==> src/rtl/pcs_pkg.sv <==
// Shared 64b/66b PCS definitions: sync header codes, block-sync FSM states and
// the scrambler polynomial taps (x^58 + x^39 + 1).
package pcs_pkg;

    localparam int BLOCK_W = 64;

    localparam logic [1:0] SH_DATA = 2'b01;
    localparam logic [1:0] SH_CTRL = 2'b10;

    localparam int SCR_TAP_HI = 58;
    localparam int SCR_TAP_LO = 39;

    typedef enum logic [1:0] {
        UNLOCKED = 2'd0,
        SLIP     = 2'd1,
        LOCKED   = 2'd2
    } sync_state_e;

    // Only the two transition patterns are legal sync headers; 00 and 11 are not.
    function automatic logic sh_is_valid(input logic [1:0] sh);
        return (sh == SH_DATA) || (sh == SH_CTRL);
    endfunction

endpackage

==> src/rtl/pcs_rx_block_sync_if.sv <==
// Block-level bus between the RX gearbox, the block synchroniser and the
// downstream decoder. The gearbox side is the master, the synchroniser the slave.
interface pcs_rx_block_sync_if;
    import pcs_pkg::*;

    logic               rx_valid;
    logic [1:0]         rx_header;
    logic [BLOCK_W-1:0] rx_block;
    logic               rx_slip;
    logic               block_lock;
    logic               out_valid;
    logic [1:0]         out_header;
    logic [BLOCK_W-1:0] out_data;

    modport master (
        output rx_valid, rx_header, rx_block,
        input  rx_slip, block_lock, out_valid, out_header, out_data
    );

    modport slave (
        input  rx_valid, rx_header, rx_block,
        output rx_slip, block_lock, out_valid, out_header, out_data
    );

endinterface

==> src/rtl/pcs_descramble64.sv <==
// Self-synchronising 64-bit parallel descrambler for x^58 + x^39 + 1.
// The slice is combinational; only the 58-bit history of received scrambled
// bits is registered, and it advances only when en is high.
module pcs_descramble64
    import pcs_pkg::*;
(
    input  logic               clk,
    input  logic               reset,
    input  logic               en,
    input  logic [BLOCK_W-1:0] din,
    output logic [BLOCK_W-1:0] dout
);

    logic [SCR_TAP_HI-1:0]         hist_q;
    logic [SCR_TAP_HI-1:0]         hist_d;
    logic [BLOCK_W+SCR_TAP_HI-1:0] x;

    // Bit stream view: oldest history bit at index 0, newest received bit on top.
    assign x = {din, hist_q};

    // Each output bit cancels the two feedback taps 39 and 58 bits back in the stream.
    always_comb begin
        dout   = '0;
        hist_d = hist_q;
        for (int i = 0; i < BLOCK_W; i++) begin
            dout[i] = x[i+SCR_TAP_HI] ^ x[i+SCR_TAP_HI-SCR_TAP_LO] ^ x[i];
        end
        if (en) begin
            hist_d = din[BLOCK_W-1 -: SCR_TAP_HI];
        end
    end

    // History register: the last 58 scrambled bits seen on the wire.
    always_ff @(posedge clk or posedge reset) begin
        if (reset) begin
            hist_q <= '0;
        end else begin
            hist_q <= hist_d;
        end
    end

endmodule

==> src/rtl/pcs_rx_block_sync.sv <==
// 64b/66b receive block synchroniser: sync-header lock FSM with gearbox bitslip
// request, plus payload descrambling and a one-cycle registered output stage.
module pcs_rx_block_sync
    import pcs_pkg::*;
#(
    parameter int LOCK_CNT  = 64,
    parameter int WINDOW    = 64,
    parameter int BAD_MAX   = 16,
    parameter int SLIP_WAIT = 32
) (
    input  logic                clk,
    input  logic                reset,
    pcs_rx_block_sync_if.slave  bus
);

    localparam int GOOD_W = $clog2(LOCK_CNT + 1);
    localparam int WIN_W  = $clog2(WINDOW + 1);
    localparam int BAD_W  = $clog2(BAD_MAX + 1);
    localparam int SLIP_W = $clog2(SLIP_WAIT + 1);

    localparam logic [GOOD_W-1:0] GOOD_LAST = GOOD_W'(LOCK_CNT - 1);
    localparam logic [WIN_W-1:0]  WIN_LAST  = WIN_W'(WINDOW - 1);
    localparam logic [BAD_W-1:0]  BAD_LAST  = BAD_W'(BAD_MAX - 1);
    localparam logic [SLIP_W-1:0] SLIP_LOAD = SLIP_W'(SLIP_WAIT);
    localparam logic [SLIP_W-1:0] SLIP_ONE  = SLIP_W'(1);

    sync_state_e        state_q, state_d;
    logic [GOOD_W-1:0]  good_cnt_q, good_cnt_d;
    logic [WIN_W-1:0]   win_cnt_q, win_cnt_d;
    logic [BAD_W-1:0]   bad_cnt_q, bad_cnt_d;
    logic [SLIP_W-1:0]  slip_cnt_q, slip_cnt_d;
    logic               block_lock_q, block_lock_d;
    logic               rx_slip_q, rx_slip_d;
    logic               out_valid_q, out_valid_d;
    logic [1:0]         out_header_q, out_header_d;
    logic [BLOCK_W-1:0] out_data_q, out_data_d;

    logic               sh_ok;
    logic [BLOCK_W-1:0] descr_data;

    assign sh_ok = sh_is_valid(bus.rx_header);

    pcs_descramble64 u_descramble (
        .clk   (clk),
        .reset (reset),
        .en    (bus.rx_valid),
        .din   (bus.rx_block),
        .dout  (descr_data)
    );

    // Lock FSM next state and output stage; nothing advances without rx_valid,
    // while the slip and valid strobes fall back to 0 on idle cycles.
    always_comb begin
        state_d      = state_q;
        good_cnt_d   = good_cnt_q;
        win_cnt_d    = win_cnt_q;
        bad_cnt_d    = bad_cnt_q;
        slip_cnt_d   = slip_cnt_q;
        block_lock_d = block_lock_q;
        rx_slip_d    = 1'b0;
        out_valid_d  = 1'b0;
        out_header_d = out_header_q;
        out_data_d   = out_data_q;

        if (bus.rx_valid) begin
            // Output qualification uses the lock state held before this block.
            out_valid_d  = block_lock_q;
            out_header_d = bus.rx_header;
            out_data_d   = descr_data;

            case (state_q)
                UNLOCKED: begin
                    if (sh_ok) begin
                        if (good_cnt_q == GOOD_LAST) begin
                            state_d      = LOCKED;
                            block_lock_d = 1'b1;
                            good_cnt_d   = '0;
                            win_cnt_d    = '0;
                            bad_cnt_d    = '0;
                        end else begin
                            good_cnt_d = good_cnt_q + GOOD_W'(1);
                        end
                    end else begin
                        rx_slip_d  = 1'b1;
                        good_cnt_d = '0;
                        slip_cnt_d = SLIP_LOAD;
                        state_d    = SLIP;
                    end
                end

                SLIP: begin
                    // Headers are meaningless while the gearbox settles.
                    if (slip_cnt_q == SLIP_ONE) begin
                        slip_cnt_d = '0;
                        state_d    = UNLOCKED;
                    end else begin
                        slip_cnt_d = slip_cnt_q - SLIP_ONE;
                    end
                end

                LOCKED: begin
                    // Loss of lock takes priority over a coincident window end.
                    if (!sh_ok && (bad_cnt_q == BAD_LAST)) begin
                        block_lock_d = 1'b0;
                        rx_slip_d    = 1'b1;
                        slip_cnt_d   = SLIP_LOAD;
                        win_cnt_d    = '0;
                        bad_cnt_d    = '0;
                        state_d      = SLIP;
                    end else if (win_cnt_q == WIN_LAST) begin
                        win_cnt_d = '0;
                        bad_cnt_d = '0;
                    end else begin
                        win_cnt_d = win_cnt_q + WIN_W'(1);
                        if (!sh_ok) begin
                            bad_cnt_d = bad_cnt_q + BAD_W'(1);
                        end
                    end
                end

                default: begin
                    state_d = UNLOCKED;
                end
            endcase
        end
    end

    // Every register returns to its idle value as soon as reset rises.
    always_ff @(posedge clk or posedge reset) begin
        if (reset) begin
            state_q      <= UNLOCKED;
            good_cnt_q   <= '0;
            win_cnt_q    <= '0;
            bad_cnt_q    <= '0;
            slip_cnt_q   <= '0;
            block_lock_q <= 1'b0;
            rx_slip_q    <= 1'b0;
            out_valid_q  <= 1'b0;
            out_header_q <= '0;
            out_data_q   <= '0;
        end else begin
            state_q      <= state_d;
            good_cnt_q   <= good_cnt_d;
            win_cnt_q    <= win_cnt_d;
            bad_cnt_q    <= bad_cnt_d;
            slip_cnt_q   <= slip_cnt_d;
            block_lock_q <= block_lock_d;
            rx_slip_q    <= rx_slip_d;
            out_valid_q  <= out_valid_d;
            out_header_q <= out_header_d;
            out_data_q   <= out_data_d;
        end
    end

    assign bus.rx_slip    = rx_slip_q;
    assign bus.block_lock = block_lock_q;
    assign bus.out_valid  = out_valid_q;
    assign bus.out_header = out_header_q;
    assign bus.out_data   = out_data_q;

endmodule
==> src/flat_wrapper.sv <==
// flat-port wrapper written by rule: the top's interface ports become plain ports
module pcs_rx_block_sync_flat import pcs_pkg::*;
#(
    parameter int LOCK_CNT  = 64,
    parameter int WINDOW    = 64,
    parameter int BAD_MAX   = 16,
    parameter int SLIP_WAIT = 32
)
  (clk, reset, bus_rx_valid, bus_rx_header, bus_rx_block, bus_rx_slip, bus_block_lock, bus_out_valid, bus_out_header, bus_out_data);
  pcs_rx_block_sync_if bus_i ();
  input  logic clk;
  input  logic reset;
  input wire logic [$bits(bus_i.rx_valid)-1:0] bus_rx_valid;
  input wire logic [$bits(bus_i.rx_header)-1:0] bus_rx_header;
  input wire logic [$bits(bus_i.rx_block)-1:0] bus_rx_block;
  output wire logic [$bits(bus_i.rx_slip)-1:0] bus_rx_slip;
  output wire logic [$bits(bus_i.block_lock)-1:0] bus_block_lock;
  output wire logic [$bits(bus_i.out_valid)-1:0] bus_out_valid;
  output wire logic [$bits(bus_i.out_header)-1:0] bus_out_header;
  output wire logic [$bits(bus_i.out_data)-1:0] bus_out_data;
  assign bus_i.rx_valid = bus_rx_valid;
  assign bus_i.rx_header = bus_rx_header;
  assign bus_i.rx_block = bus_rx_block;
  assign bus_rx_slip = bus_i.rx_slip;
  assign bus_block_lock = bus_i.block_lock;
  assign bus_out_valid = bus_i.out_valid;
  assign bus_out_header = bus_i.out_header;
  assign bus_out_data = bus_i.out_data;
  pcs_rx_block_sync #(.LOCK_CNT(LOCK_CNT), .WINDOW(WINDOW), .BAD_MAX(BAD_MAX), .SLIP_WAIT(SLIP_WAIT)) u_core (.clk(clk), .reset(reset), .bus(bus_i));
endmodule
==> config.mk <==
export PLATFORM = sky130hd
export DESIGN_NAME = pcs_rx_block_sync_flat
export DESIGN_NICKNAME = d
export VERILOG_FILES = /design/src/rtl/pcs_pkg.sv /design/src/rtl/pcs_rx_block_sync_if.sv /design/src/rtl/pcs_descramble64.sv /design/src/rtl/pcs_rx_block_sync.sv /design/src/flat_wrapper.sv
export SDC_FILE = /design/constraint.sdc
export NUM_CORES = 1
export LEC_CHECK = 0
export CAP_MARGIN = 10
export CORE_MARGIN = 8
export CORE_UTILIZATION = 52
export CTS_CLUSTER_DIAMETER = 200
export DETAILED_ROUTE_END_ITERATION = 8
export HOLD_SLACK_MARGIN = 0.12
export PLACE_DENSITY = 0.89
export SETUP_SLACK_MARGIN = 0.1
export SLEW_MARGIN = 20
export SYNTH_ARGS = -nofsm -noshare
export SYNTH_HDL_FRONTEND = slang
export SYNTH_SLANG_ARGS = --single-unit
==> constraint.sdc <==
create_clock -name clk -period 7 [get_ports clk]
set_clock_uncertainty 0.15 [all_clocks]
set_input_delay 1.75 -clock clk [delete_from_list [all_inputs] [get_ports clk]]
set_output_delay 1.75 -clock clk [all_outputs]
set_load 0.1 [all_outputs]
==> flow_metrics.tcl <==
set metrics [dict create \
    portBuffers 137 \
    design_area_mm2 0.00949 \
    endpoint_kind "output port" \
    path_class "flip-flop to output port" \
    hold_slack_ns 0.357 \
    die_height_um 134 \
    synth_mux_area_frac 0.192 \
    antenna_cells 0 \
    drive_gt1_frac 0.229 \
    synth_xor_area_frac 0.160 \
    syn2layout_area_growth_pct 30.5 \
    netlist_area_mm2 0.00727 \
    fp-row-count 43 \
    fin_crit_sh 0.555 \
    cts_buffers 17 \
    clk_pin_slew_worst_paths_ns 0.06 \
    cts_max_level 4 \
    synth_adder_area_share 0.0103 \
    critPathBufInv 1 \
    cts_hold_buffers 0 \
    cts-resized-gates 0 \
    cp.arrival_ns 1.99 \
    drtPass1Iterations 4 \
    synth_compound_area_frac 0.0456 \
    grt_pass1_vias 5449 \
    ir_drop_uv 254 \
    grt_pass1_wl_mm 27.7 \
    gp_congestion 0.830 \
    final_common_cell "dfrtp_1" \
    ios 138 \
    maxCapViolCount 0 \
    synth_cell_types 40 \
    coreArea_mm2 0.0138 \
    hold_viol_final 0 \
    layout_common_cells "dfrtp_1 (154), clkdlybuf4s50_1 (136), xnor2_1 (131)" \
    synth_cells 562 \
    grt_max_degree 112 \
    setup_tns_ns 0 \
    synth-simple-area-share 0.0475 \
    synthesis.nets 637 \
    drc 0 \
    grtUsageTotal 0.193 \
    ys.warnings.count 0 \
    grt_overflow 0 \
    placed_area_mm2 0.00882 \
    post_cts_buffers 0 \
    slew_headroom 0.303 \
    cts_max_path_buffers 2 \
    die_w_um 134 \
    multi_input_area_mm2 0.00332 \
    final_nets 778 \
    grt_setup_unrepaired "false" \
    critPathMaxStageDelay_ns 1.16 \
    antenna_found_initial 0 \
    cp-start-kind "flip-flop" \
    power_leakage_nw 3.76 \
    die_area_mm2 0.0180 \
    dr_total_vias 4808 \
    path_cells "clkdlybuf4s50_1" \
    synth_top_family_by_area "multiplexers" \
    fillCellCount 969 \
    cp_top_family "buffers and inverters" \
    critPathMaxFanout 3 \
    clock_latency_ns 0.43 \
    drt.antenna.violating_nets 0 \
    dp_hpwl_mm 12.0 \
    cts_tree "yes" \
    viasPerCell 5.37 \
    setup_violations 0 \
    ys_ff_latch 154 \
    synth_seq_area_share 0.530 \
    post-route-min-period_ns 3.89 \
    status "finished clean" \
    slew_viol_final 0 \
    avgSynthCellArea_um2 12.9 \
    min_path_type "flip-flop to flip-flop" \
    seq_area_mm2 0.00385 \
    root_buffer "clkbuf_16" \
    routedWlPerCell_um 18.9 \
    cts_sinks 154 \
    initial_utilization 0.528 \
    crit_required_ns 5.10 \
    worst-slew-pin-transition_ns 1.04 \
    power.density_mw_per_mm2 392 \
    cpMaxStageDelayCell "clkdlybuf4s50_1" \
    fmax_ghz 0.257 \
    drt_iter0_drc 261 \
    drt-total-wl_mm 16.9 \
]
-- synthesized netlist by cell type (all sizes together) --
master,number,share of area
and2,2,0.0017
or3,1,0.00086
nor3b,2,0.0021
o221ai,1,0.0012
nor2,13,0.0067
nor3,4,0.0028
or2,1,0.00086
or4b,1,0.0014
nand4,1,0.00086
xor2,1,0.0012
o41ai,1,0.0038
o21bai,2,0.0021
a211oi,1,0.0010
a21boi,3,0.0036
or4,2,0.0021
xnor2,132,0.16
a21oi,5,0.0034
a21o,1,0.0010
nand2,20,0.010
mux2,124,0.19
a2bb2oi,1,0.0012
clkbuf,15,0.0077
o31ai,4,0.0041
nand3,11,0.0076
dfrtp,154,0.53
o311ai,1,0.0022
nor2b,4,0.0034
o32ai,1,0.0012
buf,2,0.0012
nor4,3,0.0026
a22o,2,0.0024
o22a,1,0.0012
o21ai,23,0.016
o2bb2ai,1,0.0012
inv,10,0.0052
nand2b,3,0.0026
ha,6,0.010
and3,2,0.0017
-- metrics by stage --
step	power (W)	setup slack, ns	util	std cells
floorplan	0.00232	0.950	-	562
global placement	0.00267	2.75	0.640	864
detailed placement	0.00271	2.55	0.640	864
CTS	0.00374	2.99	0.688	896
global route	0.00385	3.07	0.689	896
finish	0.00372	3.11	0.689	896
-- power breakdown --
group          internal, W  total, W  switching (W)
clock network     0.000663   0.00102       0.000356
registers          0.00106   0.00120       0.000138
logic             0.000447   0.00150        0.00105
total              0.00217   0.00372        0.00155
-- sequential cells by signal, indices dropped and copies added, names as in the netlist --
signal and cells:
u_core.u_descramble.hist_q 58, u_core.bad_cnt_q 5, u_core.bus.block_lock 1, u_core.bus.out_valid 1
u_core.state_q 2, u_core.slip_cnt_q 6, u_core.bus.out_data 64, u_core.bus.out_header 2
u_core.good_cnt_q 7, u_core.bus.rx_slip 1, u_core.win_cnt_q 7
-- path summary, 6_finish.rpt --
path                                          start                       endpoint  slack, ns  depth (start not counted)
min reg2reg                u_core.bus.out_header[0]       u_core.bus.out_header[0]       0.36                          1
max reg2reg                     u_core.bad_cnt_q[0]           u_core.slip_cnt_q[4]       4.54                          8
max                           u_core.bus.block_lock                 bus_block_lock       3.11                          1
min                        u_core.bus.out_header[0]       u_core.bus.out_header[0]       0.36                          1
max in group asynchronous                     reset  u_core.u_descramble.hist_q[9]       3.87                          3
min in group asynchronous                     reset        u_core.bus.out_data[14]       1.73                          2
-- cell families after synthesis --
| group | after synthesis |
|---|---|
| flops | 154 |
| xor+xnor | 133 |
| mux | 124 |
| simple gates | 70 |
| compound gates | 48 |
| buf+inv | 27 |
| fa+ha+maj | 6 |
-- metal layers --
layer / up-vias / track usage / part of all wire
li1: 2215 / - / -
met4: 0 / 0.0717 / 0.021
met1: 2417 / 0.222 / 0.41
met2: 149 / 0.318 / 0.49
met3: 27 / 0.0763 / 0.076
met5: - / 0 / 0
-- final cells by class --
| class | count | area share |
|---|---|---|
| clock buffers | 26 | 0.0558 |
| clock inverters | 6 | 0.0137 |
| inverters | 10 | 0.00475 |
| multi-input cells | 381 | 0.350 |
| flip-flops and latches | 154 | 0.406 |
| well taps | 180 | 0.0237 |
| repair buffers | 139 | 0.146 |
Note: power is estimated with default switching activity, not from simulation.
